--- src/rtl/wb_uart_tx_arbiter_if.sv ---
// rtl/wb_uart_tx_arbiter_if.sv - bus bundle between two requesters, the arbiter and the UART TX push port
//
// Purpose: groups the two requester Wishbone ports and the downstream UART TX
// push port. Signal names are given from the arbiter's point of view.
//   i_wbN_cyc/stb/data : requester N cycle, strobe, byte
//   o_wbN_ack/stall    : ack / stall back to requester N
//   o_wb_cyc/stb/data  : shared push port toward the UART TX FIFO
//   i_wb_ack/stall     : ack / stall from the UART TX FIFO
// Modports: slave = arbiter side, master = requester/downstream side.
interface wb_uart_tx_arbiter_if;
  logic       i_wb0_cyc;
  logic       i_wb0_stb;
  logic [7:0] i_wb0_data;
  logic       o_wb0_ack;
  logic       o_wb0_stall;
  logic       i_wb1_cyc;
  logic       i_wb1_stb;
  logic [7:0] i_wb1_data;
  logic       o_wb1_ack;
  logic       o_wb1_stall;
  logic       o_wb_cyc;
  logic       o_wb_stb;
  logic [7:0] o_wb_data;
  logic       i_wb_ack;
  logic       i_wb_stall;

  modport slave (
    input  i_wb0_cyc, i_wb0_stb, i_wb0_data,
    output o_wb0_ack, o_wb0_stall,
    input  i_wb1_cyc, i_wb1_stb, i_wb1_data,
    output o_wb1_ack, o_wb1_stall,
    output o_wb_cyc, o_wb_stb, o_wb_data,
    input  i_wb_ack, i_wb_stall
  );

  modport master (
    output i_wb0_cyc, i_wb0_stb, i_wb0_data,
    input  o_wb0_ack, o_wb0_stall,
    output i_wb1_cyc, i_wb1_stb, i_wb1_data,
    input  o_wb1_ack, o_wb1_stall,
    input  o_wb_cyc, o_wb_stb, o_wb_data,
    output i_wb_ack, i_wb_stall
  );
endinterface

--- src/rtl/wb_uart_tx_arbiter.sv ---
// rtl/wb_uart_tx_arbiter.sv - round-robin two-port Wishbone arbiter for the UART TX push port
//
// Purpose: shares the UART TX byte push port between two requesters. One owner
// at a time, round-robin on ties, bursts capped at MAX_BURST, and the grant is
// only released once every accepted byte has been acknowledged.
// Ports:
//   i_clk, i_reset : clock, synchronous active-high reset
//   bus            : wb_uart_tx_arbiter_if.slave (both requesters + downstream)
//   o_grant        : one-hot current owner, 00 = none
// Optional: define UART_TX_ARB_TIMEOUT_EN to release an owner that holds cyc
// without strobing for TIMEOUT_CYCLES cycles.
module wb_uart_tx_arbiter #(
  parameter int MAX_BURST      = 16,
  parameter int CNT_W          = 5,
  parameter int TIMEOUT_CYCLES = 64
) (
  input  logic                  i_clk,
  input  logic                  i_reset,
  wb_uart_tx_arbiter_if.slave   bus,
  output logic [1:0]            o_grant
);

  if (MAX_BURST < 1 || MAX_BURST > (2 ** CNT_W) - 1 || TIMEOUT_CYCLES < 1) begin : g_bad_params
    $error("wb_uart_tx_arbiter: illegal parameter set");
  end

  typedef enum logic [1:0] {S_IDLE, S_GRANT, S_DRAIN} state_t;

  localparam logic [CNT_W-1:0] MAX_B   = CNT_W'(MAX_BURST);
  localparam logic [CNT_W-1:0] CNT_TOP = '1;

  state_t           state_q, state_d;
  logic [1:0]       grant_q, grant_d;
  logic [CNT_W-1:0] burst_q, burst_d;
  logic [CNT_W-1:0] outst_q, outst_d;
  logic             last_q, last_d;

`ifdef UART_TX_ARB_TIMEOUT_EN
  localparam int           TO_W    = (TIMEOUT_CYCLES > 1) ? $clog2(TIMEOUT_CYCLES) : 1;
  localparam logic [TO_W-1:0] TO_LAST = TO_W'(TIMEOUT_CYCLES - 1);
  logic [TO_W-1:0] idle_q, idle_d;
`endif

  logic       owner;
  logic       req_cyc, req_stb;
  logic [7:0] req_data;
  logic       limit;
  logic       ack_ok;
  logic       accept;
  logic       wb_cyc, wb_stb;
  logic [7:0] wb_data;
  logic       stall0, stall1;

  assign owner    = grant_q[1];
  assign req_cyc  = owner ? bus.i_wb1_cyc  : bus.i_wb0_cyc;
  assign req_stb  = owner ? bus.i_wb1_stb  : bus.i_wb0_stb;
  assign req_data = owner ? bus.i_wb1_data : bus.i_wb0_data;
  assign limit    = (burst_q == MAX_B);
  // An ack with nothing outstanding is a downstream protocol error: swallow it.
  assign ack_ok   = bus.i_wb_ack && (outst_q != '0) && !i_reset;

  always_comb begin
    state_d = state_q;
    grant_d = grant_q;
    burst_d = burst_q;
    outst_d = outst_q;
    last_d  = last_q;
    wb_cyc  = 1'b0;
    wb_stb  = 1'b0;
    wb_data = 8'h00;
    stall0  = 1'b1;
    stall1  = 1'b1;
    accept  = 1'b0;
`ifdef UART_TX_ARB_TIMEOUT_EN
    idle_d  = '0;
`endif

    unique case (state_q)
      S_IDLE: begin
        burst_d = '0;
        // Tie goes to the port that did not own last time.
        if (bus.i_wb0_cyc && (!bus.i_wb1_cyc || last_q)) begin
          grant_d = 2'b01;
          state_d = S_GRANT;
        end else if (bus.i_wb1_cyc) begin
          grant_d = 2'b10;
          state_d = S_GRANT;
        end
      end
      S_GRANT: begin
        wb_cyc  = 1'b1;
        wb_data = req_data;
        wb_stb  = req_cyc && req_stb && !limit;
        if (owner) stall1 = bus.i_wb_stall || limit;
        else       stall0 = bus.i_wb_stall || limit;
        accept = wb_stb && !bus.i_wb_stall;
        if (accept && burst_q != CNT_TOP) burst_d = burst_q + 1'b1;
        if (!req_cyc || limit) state_d = S_DRAIN;
`ifdef UART_TX_ARB_TIMEOUT_EN
        if (req_cyc && !req_stb) begin
          if (idle_q == TO_LAST) state_d = S_DRAIN;
          else                   idle_d  = idle_q + 1'b1;
        end
`endif
      end
      S_DRAIN: begin
        wb_cyc = 1'b1;
        if (outst_q == '0) begin
          state_d = S_IDLE;
          last_d  = owner;
          grant_d = 2'b00;
          burst_d = '0;
        end
      end
      default: state_d = S_IDLE;
    endcase

    unique case ({accept, ack_ok})
      2'b10:   if (outst_q != CNT_TOP) outst_d = outst_q + 1'b1;
      2'b01:   outst_d = outst_q - 1'b1;
      default: outst_d = outst_q;
    endcase
  end

  always_ff @(posedge i_clk) begin
    if (i_reset) begin
      state_q <= S_IDLE;
      grant_q <= 2'b00;
      burst_q <= '0;
      outst_q <= '0;
      last_q  <= 1'b1;
`ifdef UART_TX_ARB_TIMEOUT_EN
      idle_q  <= '0;
`endif
    end else begin
      state_q <= state_d;
      grant_q <= grant_d;
      burst_q <= burst_d;
      outst_q <= outst_d;
      last_q  <= last_d;
`ifdef UART_TX_ARB_TIMEOUT_EN
      idle_q  <= idle_d;
`endif
    end
  end

  // Reset overrides the bus immediately, not only from the next edge.
  assign bus.o_wb_cyc    = wb_cyc && !i_reset;
  assign bus.o_wb_stb    = wb_stb && !i_reset;
  assign bus.o_wb_data   = wb_data;
  assign bus.o_wb0_stall = stall0 || i_reset;
  assign bus.o_wb1_stall = stall1 || i_reset;
  assign bus.o_wb0_ack   = ack_ok && grant_q[0];
  assign bus.o_wb1_ack   = ack_ok && grant_q[1];
  assign o_grant         = grant_q;

endmodule

--- src/flat_wrapper.sv ---
// flat-port wrapper written by rule: the top's interface ports become plain ports
module wb_uart_tx_arbiter_flat 
#(
  parameter int MAX_BURST      = 16,
  parameter int CNT_W          = 5,
  parameter int TIMEOUT_CYCLES = 64
)
  (i_clk, i_reset, o_grant, bus_i_wb0_cyc, bus_i_wb0_stb, bus_i_wb0_data, bus_o_wb0_ack, bus_o_wb0_stall, bus_i_wb1_cyc, bus_i_wb1_stb, bus_i_wb1_data, bus_o_wb1_ack, bus_o_wb1_stall, bus_o_wb_cyc, bus_o_wb_stb, bus_o_wb_data, bus_i_wb_ack, bus_i_wb_stall);
  wb_uart_tx_arbiter_if bus_i ();
  input  logic i_clk;
  input  logic i_reset;
  output logic [1:0] o_grant;
  input wire logic [$bits(bus_i.i_wb0_cyc)-1:0] bus_i_wb0_cyc;
  input wire logic [$bits(bus_i.i_wb0_stb)-1:0] bus_i_wb0_stb;
  input wire logic [$bits(bus_i.i_wb0_data)-1:0] bus_i_wb0_data;
  output wire logic [$bits(bus_i.o_wb0_ack)-1:0] bus_o_wb0_ack;
  output wire logic [$bits(bus_i.o_wb0_stall)-1:0] bus_o_wb0_stall;
  input wire logic [$bits(bus_i.i_wb1_cyc)-1:0] bus_i_wb1_cyc;
  input wire logic [$bits(bus_i.i_wb1_stb)-1:0] bus_i_wb1_stb;
  input wire logic [$bits(bus_i.i_wb1_data)-1:0] bus_i_wb1_data;
  output wire logic [$bits(bus_i.o_wb1_ack)-1:0] bus_o_wb1_ack;
  output wire logic [$bits(bus_i.o_wb1_stall)-1:0] bus_o_wb1_stall;
  output wire logic [$bits(bus_i.o_wb_cyc)-1:0] bus_o_wb_cyc;
  output wire logic [$bits(bus_i.o_wb_stb)-1:0] bus_o_wb_stb;
  output wire logic [$bits(bus_i.o_wb_data)-1:0] bus_o_wb_data;
  input wire logic [$bits(bus_i.i_wb_ack)-1:0] bus_i_wb_ack;
  input wire logic [$bits(bus_i.i_wb_stall)-1:0] bus_i_wb_stall;
  assign bus_i.i_wb0_cyc = bus_i_wb0_cyc;
  assign bus_i.i_wb0_stb = bus_i_wb0_stb;
  assign bus_i.i_wb0_data = bus_i_wb0_data;
  assign bus_o_wb0_ack = bus_i.o_wb0_ack;
  assign bus_o_wb0_stall = bus_i.o_wb0_stall;
  assign bus_i.i_wb1_cyc = bus_i_wb1_cyc;
  assign bus_i.i_wb1_stb = bus_i_wb1_stb;
  assign bus_i.i_wb1_data = bus_i_wb1_data;
  assign bus_o_wb1_ack = bus_i.o_wb1_ack;
  assign bus_o_wb1_stall = bus_i.o_wb1_stall;
  assign bus_o_wb_cyc = bus_i.o_wb_cyc;
  assign bus_o_wb_stb = bus_i.o_wb_stb;
  assign bus_o_wb_data = bus_i.o_wb_data;
  assign bus_i.i_wb_ack = bus_i_wb_ack;
  assign bus_i.i_wb_stall = bus_i_wb_stall;
  wb_uart_tx_arbiter #(.MAX_BURST(MAX_BURST), .CNT_W(CNT_W), .TIMEOUT_CYCLES(TIMEOUT_CYCLES)) u_core (.i_clk(i_clk), .i_reset(i_reset), .bus(bus_i), .o_grant(o_grant));
endmodule
--- config.mk ---
export PLATFORM = sky130hd
export DESIGN_NAME = wb_uart_tx_arbiter_flat
export DESIGN_NICKNAME = d
export VERILOG_FILES = /design/src/rtl/wb_uart_tx_arbiter_if.sv /design/src/rtl/wb_uart_tx_arbiter.sv /design/src/flat_wrapper.sv
export SDC_FILE = /design/constraint.sdc
export NUM_CORES = 1
export LEC_CHECK = 0
export ABC_AREA = 1
export BUFFER_PORTS_ARGS = -buffer_cell sky130_fd_sc_hd__buf_2
export CORE_MARGIN = 4
export CORE_UTILIZATION = 48
export CTS_CLUSTER_SIZE = 8
export DETAILED_ROUTE_END_ITERATION = 7
export PLACE_DENSITY = 0.77
export SLEW_MARGIN = 20
export SYNTH_ARGS = -nofsm -noshare
export SYNTH_HDL_FRONTEND = slang
export SYNTH_SLANG_ARGS = --single-unit
--- constraint.sdc ---
create_clock -name i_clk -period 2.2 [get_ports i_clk]
set_clock_uncertainty 0.05 [all_clocks]
set_input_delay 0.55 -clock i_clk [delete_from_list [all_inputs] [get_ports i_clk]]
set_output_delay 0.55 -clock i_clk [all_outputs]
set_load 0.05 [all_outputs]
# Yosys cells after proc, flatten, opt, wreduce, memory -nomap -nowiden
# Cells that the tools add are included.
# totals
ff_bits	15
input_bits	24
out_inout_bits	16
word_cells	77
# classes
add_sub_neg	3
n_eq_ne	12
muxes	24
n_reduce_logical	33
# op_table
operator	n
two-way mux 8 bit	2
two-way mux 5 bit	3
one-hot mux 5 bit (3 select lines)	1
two-way mux 2 bit	6
logical AND 1 bit	11
adder 5 x 1 -> 5 bit (second input constant)	2
inequality test 5 bit (second input constant)	2
one-hot mux 5 bit (2 select lines)	1
two-way mux 1 bit	9
AND reduction 3 bit	3
inequality test 2 x 1 -> 1 bit (second input constant)	4
one-hot mux 2 bit (3 select lines)	1
equality test 5 bit (second input constant)	1
logical NOT 1 bit	5
logical NOT 5 bit	1
logical OR 1 bit	5
nonzero test 5 bit	1
subtractor 5 x 1 -> 5 bit (second input constant)	1
equality test 2 x 1 -> 1 bit (second input constant)	2
equality test 2 bit (second input constant)	2
one-hot mux 2 bit (2 select lines)	1
AND reduction 2 bit	2
nonzero test 2 bit	2
inequality test 3 x 2 -> 1 bit (second input constant)	1
other kinds (3)	3

# Longest topological paths before layout
# logic_depth
ltp_word	8
depth_mapped	16
depth_no_buf	16

# Least setup slack after synthesis
# No wires, ideal clock.
# synth_timing
kind	reg2out
start	reg u_core.grant_q[1] (netlist: u_core.o_grant[1])
end	out bus_o_wb1_ack
t_arrival_ns	1.735
required_ns	1.600
slack_ns	-0.135
stages_incl_launch_ff	4
n_path_buf	1
path_cell_list	dfxtp_1 -> inv_1 -> clkbuf_1 -> nor2_1
# synth_via
elab_chain_len	1
# synth_lines
element	line	rtl
from (decl)	wb_uart_tx_arbiter.sv:33	logic [1:0] grant_q, grant_d;
from (signal assigned)	wb_uart_tx_arbiter.sv:137	grant_q <= grant_d;
logical AND 1 bit	wb_uart_tx_arbiter.sv:154	assign bus.o_wb1_ack = ack_ok && grant_q[1];
to (decl)	flat_wrapper.sv:21	output wire logic [$bits(bus_i.o_wb1_ack)-1:0] bus_o_wb1_ack;
# No other way between the ends.

# Final worst setup path
# layout_timing
start	reg u_core.state_q[1]
end	out bus_o_wb_stb
# layout_via
elab_chain_len	3
# layout_lines
element	line	rtl
from (decl)	wb_uart_tx_arbiter.sv:32	state_t state_q, state_d;
from (signal assigned)	wb_uart_tx_arbiter.sv:136	state_q <= state_d;
equality test 2 x 1 -> 1 bit	wb_uart_tx_arbiter.sv:78	unique case (state_q)
two-way mux 1 bit	wb_uart_tx_arbiter.sv:78	
logical AND 1 bit	wb_uart_tx_arbiter.sv:149	assign bus.o_wb_stb = wb_stb && !i_reset;
to (decl)	flat_wrapper.sv:24	output wire logic [$bits(bus_i.o_wb_stb)-1:0] bus_o_wb_stb;
# No other way between the ends.

==> results.yml <==
synthesis:
  synth.cell_area_sq_um: 1150
  synth_top_area_cell: "dfxtp_1"
  syn-num-nets: 207
  synth_top_flop_cell: "dfxtp_1"
  number_of_flops_mapped_to_enable_cells_by_yosys: 0
  synthesis.area_per_instance_sq_um: 6.58
  post_synthesis_instance_total: 175
  synthTopCellsByArea: "dfxtp_1 (26%), nor2_1 (10%), ha_1 (8.7%), inv_1 (7.8%), nand2_1 (7.8%)"
  yosys_warnings: 0
  sequential_cell_area_fraction_in_the_yosys_report_pct: 26.1
  post-synth-top-count-cell: "nor2_1"
  yosysUniqueCellTypes: 30
  async_flop_share_pct: 0
  yosys_register_bits: 15
  yosys-top-cells-count: "nor2_1 (32), inv_1 (24), nand2_1 (24)"
  yosys.area.top_type_share_pct: 26.1
global_routing:
  global_route.usage.total_pct: 18.0
  grt_pass1_wl_mm: 4.84
  grt_antenna_before_repair: 0
  number_of_global_route_vias_before_repair: 1165
  grt_start_max_net_pins: 12
  grt-ovfl-total: 0
placement:
  placement.io_buffers: 39
  dp_hpwl_mm: 2.38
  placedCellCount: 242
  gp_congestion: 0.949
  post_placement_cell_area_sq_um: 1410
critical_path:
  worstSetupPathType: "flip-flop to primary output"
  timing.critical_path.to_type: "primary output"
  critPathMaxFanout: 4
  timing.critical_path.required_ps: 1600
  critPathArrivalTime_ps: 1500
  worstSetupStartpointType: "flip-flop"
power:
  internal-power_mw: 0.766
  clkPwrFrac_pct: 8.8
  power_density_nw_per_um2: 1190
  swShare_pct: 56.4
  worst_ir_drop_vdd_uv: 801
  power_switching_mw: 0.991
  power.share.sequential_pct: 22.7
  static-leakage-power_nw: 0.722
  power.combinational.fraction_pct: 68.6
die:
  core_sq_um: 2250
  initial_utilization_pct: 51.1
  num_rows: 17
  design.die.area_sq_um: 3250
  chipWidth_microns: 57.0
  boundaryPins: 40
  floorplan.die.height_microns: 57.0
timing:
  worst_margin_pin_slew_ps: 340
  max_freq_ghz: 0.477
  final_period_minus_worst_setup_slack_ps: 2100
  timing.final.setup_violations: 0
  report.final.slew_viol_count: 0
  hold_viol_final: 0
  slew-limit-headroom_pct: 77.1
  final.setup.tns_ps: 0
  final.period_utilization_pct: 95.3
route:
  detail-route-antenna-nets: 0
  vias_per_cell: 5.19
  wl_per_cell_microns: 12.0
  drt_first_iter_violations: 47
  final_wirelength_mm: 2.97
  drc: 0
  num_vias: 1287
  detail_route.first_pass.iterations: 4
layout:
  fin_area_sq_um: 1470
  layout_nets: 253
  num_antenna_cells: 0
  stdcell_count: 248
  nFillCells: 208
  drive_above_1_share_pct: 36.4
  area_delta_synth_final_pct: 27.7
cts:
  cts.clk_slew.worst_paths_ps: 90
  numClockSinks: 15
  cts-root-buf: "clkbuf_4"
  tritoncts: "done"
  worst_skew_pair.late_latency_ps: 280
  post_cts_hold_buffer_count: 0
  cts.path.max_buffers: 2
  number_of_buffers_added_by_the_clock_tree_synthesis_step: 3
  ctsHtreeMaxLevel: 1
min_path:
  worstHoldPathType: "flip-flop to flip-flop"
outcome:
  outcome: "completed"
flow_run:
  maxCapViolCount: 0
-- cell families after synthesis --
| kind of cell | Yosys count | synth area share (%) |
|---|---|---|
| adders and majority gates | 8 | 8.70 |
| AOI/OAI and AO/OA | 39 | 20.0 |
| buffers and inverters | 32 | 11.2 |
| DFF | 15 | 26.1 |
| and+or+nand+nor | 78 | 31.7 |
| xor gates and xnor gates | 3 | 2.28 |
-- power by group through the flow --
stage               clock (mW)  combinational [mW]  sequential, mW
floorplan                    0               0.877           0.437
global placement             0                1.14           0.397
CTS                      0.160                1.17           0.395
finish                   0.154                1.20           0.399
global route             0.171                1.32           0.407
detailed placement           0                1.17           0.401
-- through the flow --
stage	total power [mW]	worst slack [ps]	utilization (%)	hold slack, ps
global route	1.90	-3.01	65.2	457
detailed placement	1.57	8.04	62.7	424
CTS	1.73	1.70	63.8	437
finish	1.76	103	65.2	432
floorplan	1.31	49.1	-	402
global placement	1.54	85.0	62.7	406
-- path summary, 6_finish.rpt --
path                                  startpoint                             end  slack [ps]  cells past startpoint
setup reg to reg  u_core.state_q[1]$_SDFFE_PP0P_  u_core.outst_q[2]$_SDFFE_PP0P_         150                     15
hold / removal    u_core.o_grant[0]$_SDFFE_PP0P_  u_core.o_grant[0]$_SDFFE_PP0P_         430                      2
hold reg to reg   u_core.o_grant[0]$_SDFFE_PP0P_  u_core.o_grant[0]$_SDFFE_PP0P_         430                      2
setup / recovery  u_core.state_q[1]$_SDFFE_PP0P_                    bus_o_wb_stb         100                      7
-- per-layer routing --
layer,GRT usage [%],vias up,routed length (microns)
met5,0,-,0
met2,32.6,21,1550
met4,3.97,0,24
met1,21.5,597,1300
li1,-,665,-
met3,4.30,4,92
-- worst max-delay path: stages (launching register included) --
cell,delay (ps)
dfxtp_2,330
inv_2,70
ha_2,180
inv_1,80
nor2_2,140
nand2_1,80
nor2_2,100
clkbuf_4,230
-- layout by cell type (no fill, tap or decap), types with 2 or more instances in the layout --
cell,instances
o21ai_1,3
inv_1,23
nand2_1,24
o21ai_0,14
nor2_1,20
a211oi_1,2
ha_1,7
xor2_1,2
nor2_2,14
clkbuf_4,4
buf_2,38
dfxtp_1,14
nand3_2,3
buf_4,6
o211ai_1,2
inv_2,5
a21oi_1,12
nand3_1,8
nand2_2,5
-- layout make-up --
| type | count | area (sq um) | share of cell area (%) |
|---|---|---|---|
| multi-input cells | 128 | 759 | 51.7 |
| flip-flops and latches | 15 | 302 | 20.5 |
| repair buffers | 45 | 243 | 16.5 |
| inverters | 28 | 105 | 7.15 |
| well taps | 28 | 35.0 | 2.38 |
| clock buffers | 4 | 26.3 | 1.79 |
-- flip-flops by register name (all words and copies together) (netlist names) --
signal,count
u_core.burst_q,5
u_core.last_q,1
u_core.o_grant,2
u_core.outst_q,5
u_core.state_q,2
-- timing repair --
action                     4_1_cts  5_1_grt
setup endpoints to repair        0        9
gates resized for setup          0        9
buffers inserted                 0        2
No activity file was read; power rests on OpenSTA's default activity.
